==> src/rtl/multicycle_control.sv <==
// Multicycle control FSM for a small LEGv8-style datapath.
// Ports:
//   clk, reset           - clock; synchronous active-high reset
//   opcode[10:0]         - instruction[31:21] from the instruction register
//   alu_zero             - ALU zero flag, consulted in BRANCH for CBZ
//   imem_ready           - completes the instruction-fetch handshake
//   dmem_ready           - completes a data-memory access
//   imem_req             - instruction fetch request
//   dmem_req, dmem_we    - data request / write enable (STUR)
//   ir_write, pc_write   - load IR / load PC
//   pc_src[1:0]          - 00 = PC+4, 01 = branch target
//   reg_write, mem_to_reg, reg2loc - register-file controls
//   alu_src_b[1:0]       - 00 = register, 01 = extended immediate
//   alu_op[1:0]          - 00 = add, 01 = pass/zero-test, 10 = R-type decode
//   imm_sel[1:0]         - 00 = B, 10 = CB, 11 = D immediate format
//   state[3:0]           - current state code (debug)
//   retired[COUNT_W-1:0] - completed-instruction counter, wraps silently
//   illegal              - sticky unsupported-opcode flag
module multicycle_control #(
  parameter int unsigned COUNT_W = 32
) (
  input  logic               clk,
  input  logic               reset,
  input  logic [10:0]        opcode,
  input  logic               alu_zero,
  input  logic               imem_ready,
  input  logic               dmem_ready,
  output logic               imem_req,
  output logic               dmem_req,
  output logic               dmem_we,
  output logic               ir_write,
  output logic               pc_write,
  output logic [1:0]         pc_src,
  output logic               reg_write,
  output logic               mem_to_reg,
  output logic               reg2loc,
  output logic [1:0]         alu_src_b,
  output logic [1:0]         alu_op,
  output logic [1:0]         imm_sel,
  output logic [3:0]         state,
  output logic [COUNT_W-1:0] retired,
  output logic               illegal
);

  typedef enum logic [3:0] {
    S_FETCH    = 4'd0,
    S_DECODE   = 4'd1,
    S_MEM_ADDR = 4'd2,
    S_MEM_RD   = 4'd3,
    S_LD_WB    = 4'd4,
    S_MEM_WR   = 4'd5,
    S_R_EXEC   = 4'd6,
    S_R_WB     = 4'd7,
    S_BRANCH   = 4'd8
  } state_t;

  state_t cur, nxt;
  logic   retire;
  logic   set_illegal;

  logic is_ldur, is_stur, is_mem, is_r, is_cbz, is_b;

  assign is_ldur = (opcode == 11'b11111000010);
  assign is_stur = (opcode == 11'b11111000000);
  assign is_mem  = is_ldur | is_stur;
  assign is_r    = (opcode == 11'b10001011000) | (opcode == 11'b11001011000) |
                   (opcode == 11'b10001010000) | (opcode == 11'b10101010000);
  assign is_cbz  = (opcode[10:3] == 8'b10110100);
  assign is_b    = (opcode[10:5] == 6'b000101);

  assign state = cur;

  // The IR only loads in FETCH, so opcode stays valid for the whole
  // instruction; MEM_ADDR and BRANCH re-decode it instead of keeping a copy.
  always_comb begin
    imem_req    = 1'b0;
    dmem_req    = 1'b0;
    dmem_we     = 1'b0;
    ir_write    = 1'b0;
    pc_write    = 1'b0;
    pc_src      = 2'b00;
    reg_write   = 1'b0;
    mem_to_reg  = 1'b0;
    reg2loc     = 1'b0;
    alu_src_b   = 2'b00;
    alu_op      = 2'b00;
    imm_sel     = 2'b00;
    retire      = 1'b0;
    set_illegal = 1'b0;
    nxt         = cur;

    if (reset) begin
      // Idle FETCH outputs; imem_ready cannot complete a fetch under reset.
      imem_req = 1'b1;
      nxt      = S_FETCH;
    end else begin
      unique case (cur)
        S_FETCH: begin
          imem_req = 1'b1;
          if (imem_ready) begin
            ir_write = 1'b1;
            pc_write = 1'b1;
            pc_src   = 2'b00;
            nxt      = S_DECODE;
          end
        end
        S_DECODE: begin
          if (is_mem)      imm_sel = 2'b11;
          else if (is_cbz) imm_sel = 2'b10;
          else             imm_sel = 2'b00;
          if (is_mem)               nxt = S_MEM_ADDR;
          else if (is_r)            nxt = S_R_EXEC;
          else if (is_cbz || is_b)  nxt = S_BRANCH;
          else begin
            set_illegal = 1'b1;
            retire      = 1'b1;
            nxt         = S_FETCH;
          end
        end
        S_MEM_ADDR: begin
          alu_src_b = 2'b01;
          alu_op    = 2'b00;
          imm_sel   = 2'b11;
          nxt       = is_stur ? S_MEM_WR : S_MEM_RD;
        end
        S_MEM_RD: begin
          dmem_req = 1'b1;
          if (dmem_ready) nxt = S_LD_WB;
        end
        S_LD_WB: begin
          reg_write  = 1'b1;
          mem_to_reg = 1'b1;
          retire     = 1'b1;
          nxt        = S_FETCH;
        end
        S_MEM_WR: begin
          dmem_req = 1'b1;
          dmem_we  = 1'b1;
          reg2loc  = 1'b1;
          if (dmem_ready) begin
            retire = 1'b1;
            nxt    = S_FETCH;
          end
        end
        S_R_EXEC: begin
          alu_src_b = 2'b00;
          alu_op    = 2'b10;
          nxt       = S_R_WB;
        end
        S_R_WB: begin
          reg_write = 1'b1;
          retire    = 1'b1;
          nxt       = S_FETCH;
        end
        S_BRANCH: begin
          pc_src = 2'b01;
          retire = 1'b1;
          nxt    = S_FETCH;
          if (is_cbz) begin
            reg2loc  = 1'b1;
            alu_op   = 2'b01;
            imm_sel  = 2'b10;
            pc_write = alu_zero;
          end else begin
            imm_sel  = 2'b00;
            pc_write = 1'b1;
          end
        end
        default: nxt = S_FETCH;
      endcase
    end
  end

  always_ff @(posedge clk) begin
    if (reset) begin
      cur     <= S_FETCH;
      retired <= '0;
      illegal <= 1'b0;
    end else begin
      cur <= nxt;
      if (retire)      retired <= retired + COUNT_W'(1);
      if (set_illegal) illegal <= 1'b1;
    end
  end

endmodule

==> config.mk <==
export PLATFORM = sky130hd
export DESIGN_NAME = multicycle_control
export DESIGN_NICKNAME = d
export VERILOG_FILES = /design/src/rtl/multicycle_control.sv
export SDC_FILE = /design/constraint.sdc
export NUM_CORES = 1
export LEC_CHECK = 0
export CAP_MARGIN = 10
export CORE_AREA = 3 3 70 72
export DETAILED_ROUTE_END_ITERATION = 8
export DIE_AREA = 0 0 73 75
export GPL_TIMING_DRIVEN = 0
export PLACE_DENSITY_LB_ADDON = 0.1
export SKIP_LAST_GASP = 1
export SLEW_MARGIN = 20
export SYNTH_ARGS = -nofsm -noshare
export SYNTH_HDL_FRONTEND = slang
export SYNTH_SLANG_ARGS = --single-unit
==> constraint.sdc <==
create_clock -name clk -period 7.05 [get_ports clk]
set_input_delay 1.7625 -clock clk [delete_from_list [all_inputs] [get_ports clk]]
set_output_delay 1.7625 -clock clk [all_outputs]
set_load 0.02 [all_outputs]
# Word level (Yosys, flattened, before mapping)
# Cells that the tools add are included.
# Widths: inputs -> output; s select.
[op_classes]
n_bitwise = 4
n_eq_ne = 19
multipliers = 0
shifts = 0
n_reduce_logical = 6
magnitude_cmp = 0
n_mux = 46
n_div = 0
add_sub_neg = 1
[op_table]
columns = ["cell", "count"]
rows = [
  ["$eq 11x11->1 const B", 6],
  ["$add 32x1->32 const B", 1],
  ["$mux 1", 29],
  ["$mux 4", 6],
  ["$pmux 4 s6", 1],
  ["$eq 4x3->1 const B", 4],
  ["$eq 4x2->1 const B", 2],
  ["$eq 8x8->1 const B", 1],
  ["$mux 2", 4],
  ["$eq 6x3->1 const B", 1],
  ["$ne 2x2->1 const B", 3],
  ["$pmux 2 s3", 1],
  ["$eq 4x1->1 const B", 1],
  ["$eq 4x4->1 const B", 1],
  ["$logic_not 4->1", 1],
  ["$or 1x1->1", 4],
  ["$pmux 1 s2", 2],
  ["$pmux 2 s2", 1],
  ["$reduce_or 2->1", 2],
  ["$mux 3", 1],
  ["$pmux 1 s3", 1],
  ["$reduce_and 3->1", 1],
  ["$reduce_or 3->1", 1],
  ["$logic_or 1x1->1", 1],
]
[totals]
mem_bits_rw = 0
rom_bits = 0
in_bits = 16
latch_bits = 0
mem_count = 0
output_inout_bits = 53
reg_bits = 37
wordCells = 79

# Longest topological paths before layout
[depth]
ltp_word = 8
ltp_mapped = 8
mapped_depth_nobuf = 6

# Worst setup path before layout
# No wires, ideal clock.
[synth_timing]
path_kind = "input port to output port"
startpoint = "in opcode[3]"
endpoint = "out imm_sel[1]"
stages = 4
arrival_time_ns = 3.167
path_slack_ns = 2.121
n_path_buf = 0
required_time_ns = 5.287
cell_sequence = "nor4bb_1 nand3_1 o21ai_0 or2_2"
[synth_via]
elab_chain_len = 5
elab_cells_between_ends = 8
classes_between = "3 x eq/ne; 4 x mux; 1 x bitwise"
[synth_rtl]
columns = ["element", "line_no", "source"]
rows = [
  ["start, declared", "24", "input logic [10:0] opcode,"],
  ["$eq 11x11->1 (tied with other cells)", "63", "assign is_ldur = (opcode == 11'b11111000010);"],
  ["$or 1x1->1 / $mux 2 (equally long branches)", "65, 109, 159", ""],
  ["$mux 2", "108", "if (is_mem) imm_sel = 2'b11;"],
  ["$pmux 2 s3 *", "97", "unique case (cur)"],
  ["$mux 2 *", "92", "if (reset) begin"],
  ["end, declared", "39", "output logic [1:0] imm_sel,"],
]
# Mark *: on every way between the ends. The rest lies on a longest branch, timed or not.

# Final worst setup path
[layout_timing]
startpoint = "in opcode[8]"
endpoint = "out imm_sel[1]"
# Same word-level chain as after synthesis.

==> metrics.md <==
| Metric | Value |
|---|---|
| Commonest non-fill, non-tap cells in the layout | clkdlybuf4s50_1, dfxtp_1, nor2_1 |
| RSZ-0062 raised after global routing | no |
| PortBufs | 66 |
| Share of layout cells above drive strength 1 | 5.54% |
| Post-detail-place hpwl | ~4.2 mm |
| Hold Violations, Final | 0 |
| Fmax achieved | 0.176 GHz |
| Clock-pin slew reported for the worst setup and hold paths after clock tree synthesis | 70 ps |
| Crit-path max FO | 4 |
| # IOs | 69 |
| Gr ovfl total | 0 |
| Drc violations | 0 |
| Yosys reg bits | 37 |
| Setup TNS | 0 ps |
| CTS Buf Count | 5 |
| Per-cell routed wire length | 14.1 um |
| # nets final | 359 |
| Vias per inst | 5.51 |
| Post-CTS Hold Buffers | 0 |
| Area delta synth->final | 39.1% |
| Most area-consuming cells after synthesis | dfxtp_1, xnor2_1, nor2_1 |
| CTS tree | done |
| Die width | 73 um |
| Total of fill cells in the finished design | 380 |
| Max Cap Viol | 0 |
| Setup-failing EPs final | 0 |
| Met3 Use GR | about 4.4% |
| Worst-Skew Late Latency | roughly 290 ps |
| Final core occ | between 60% and 70% |
| Sequential cell area fraction in the yosys report | 34.8% |
| Most common cell after layout, fill and taps aside | clkdlybuf4s50_1 |
| Hold Crit Class | reg2reg |
| Status | finished clean |
| Global-route met1 utilization | 28.1% |
| Pin count of the biggest net entering global routing | 12 |
| Synth Area per Inst | around 8 um^2 |
| CP Class | in2out |
| Critical path startpoint category | input port |
| Die Ht | around 75 um |
| GRT busiest layer | met2 |
| Distinct cells, synth | 41 |
| Core Area | 4350 um^2 |
| First-pass GRT wire length | slightly above 9 mm |
| Leak | 0.942 nW |
| Synthesis warning total | 0 |
| Clock sink count | 37 |
| M2 GR Usage | approximately 35% |
| Vias | 2178 |
| Power density cells | ~170 nW/um^2 |
| Worst-case clock buffer depth | 2 |
| Crit path required time | 5290 ps |
| Row count | 24 |
| Drt first pass iters | 4 |
| Crit path time final | 5680 ps |
| Measured slew at the worst slew-check pin | 570 ps |
| Slew Limit Fails | 0 |
| WHS | 452 ps |
| Synthesized netlist cell count | 268 |
| Final clock skew | 9.79 ps |
| Synthesized area | between 2000 and 2500 um^2 |
| CP endpoint kind | primary output |
| Cell taking the most area after synthesis | dfxtp_1 |
| Yosys top cell area share | 34.8% |
| Die area | approximately 5500 um^2 |
| Number of enable flip-flop cells after synthesis | 0 |
| Design Power | around 0.00051 W |
| Vias in the first global route | 2038 |
| H-tree levels | 2 |
| RD Place Congestion | roughly 0.81 |
| GRT Total Usage | 21.3% |
| Post-CTS Setup Inserts | 0 |
| Most common flop cell mapped by yosys | dfxtp_1 |
| DRT Wirelength | approximately 5.6 mm |
| Root Driver | clkbuf_8 |
| Initial DRC count | 138 |
| Rel. slew slack | 61.0% |
| Tcrit/Tclk final | 80.5% |
| DRT antenna net count | 0 |
| Data arrival, critical path | 3920 ps |
| Post-CTS Resized | 0 |
| Async set or reset register ratio after synthesis | 0% |
| Maximum vdd ir drop | 121 uV |
| Initial antenna violation count | 0 |
| Antenna diode count | 0 |
| Starting Density | 48.8% |
## cell usage after synthesis, drive strengths merged (3+ instances only)
cell,n
a2111oi,12
a211oi,5
a21oi,21
and3,4
buf,4
clkbuf,11
dfxtp,37
inv,15
nand2,18
nand2b,7
nand3,12
nand4,6
nor2,34
nor3,3
nor4bb,3
o21ai,17
or3,9
xnor2,23
## critical path, cell delays in order
cell and delay (ps):
clkdlybuf4s50_1 500, nor4bb_1 500, nand3_1 150, o21ai_0 250, or2_2 150, clkdlybuf4s50_1 600
## worst paths after layout
check | depth (start not counted) | start | slack [ps] | endpoint
setup / recovery | 6 | opcode[8] | 1370 | imm_sel[1]
hold / removal | 2 | illegal$_SDFFE_PP0P_ | 450 | illegal$_SDFFE_PP0P_
setup reg to reg | 8 | state[0]$_SDFFE_PP0P_ | 4610 | retired[25]$_SDFFE_PP0P_
hold reg to reg | 2 | illegal$_SDFFE_PP0P_ | 450 | illegal$_SDFFE_PP0P_
## state kept, by name, summed over array words and instances, names as in the netlist
register	count
illegal	1
retired	32
state	4
## stage by stage
step	instances	area, um^2	setup slack [ps]
after floorplan	269	2130	2120
after global placement	387	2860	1400
after detailed placement	387	2860	1390
after CTS	395	2960	1380
after global routing	395	2960	1210
final	395	2960	1370
## cell type report
cell class,instances,area [um^2],area share [%]
Multi-Input combinational cell,202,1260,42.6
Sequential cell,37,741,25.1
Timing Repair Buffer,66,661,22.3
Clock buffer,7,96.3,3.26
Buffer,15,73.8,2.50
Tap cell,52,65.1,2.20
Inverter,15,56.3,1.90
Clock inverter,1,5.00,0.169
## where the power goes
| group | internal [W] | switching (W) | leakage [nW] |
|---|---|---|---|
| clock | 0.0000884 | 0.0000772 | 0.0542 |
| sequential | 0.000215 | 0.00000736 | 0.299 |
| combinational | 0.0000514 | 0.0000700 | 0.589 |
## kinds of logic after synthesis
family,share of synthesized area [%]
flops,34.8
other cells,0.176
compound gates,20.4
simple gates,28.0
mux,0.471
buf+inv,6.12
fa+ha+maj,0.588
xor+xnor,9.48
## per-layer routing
metal / share of wire (%) / up-vias / wire [um]
li1: - / 1102 / -
met5: 0 / - / 0
met4: 0.54 / 0 / 30
met2: 48 / 57 / 2680
met3: 5.3 / 4 / 295
met1: 46 / 1015 / 2580
No activity file was read; power rests on OpenSTA's default activity.
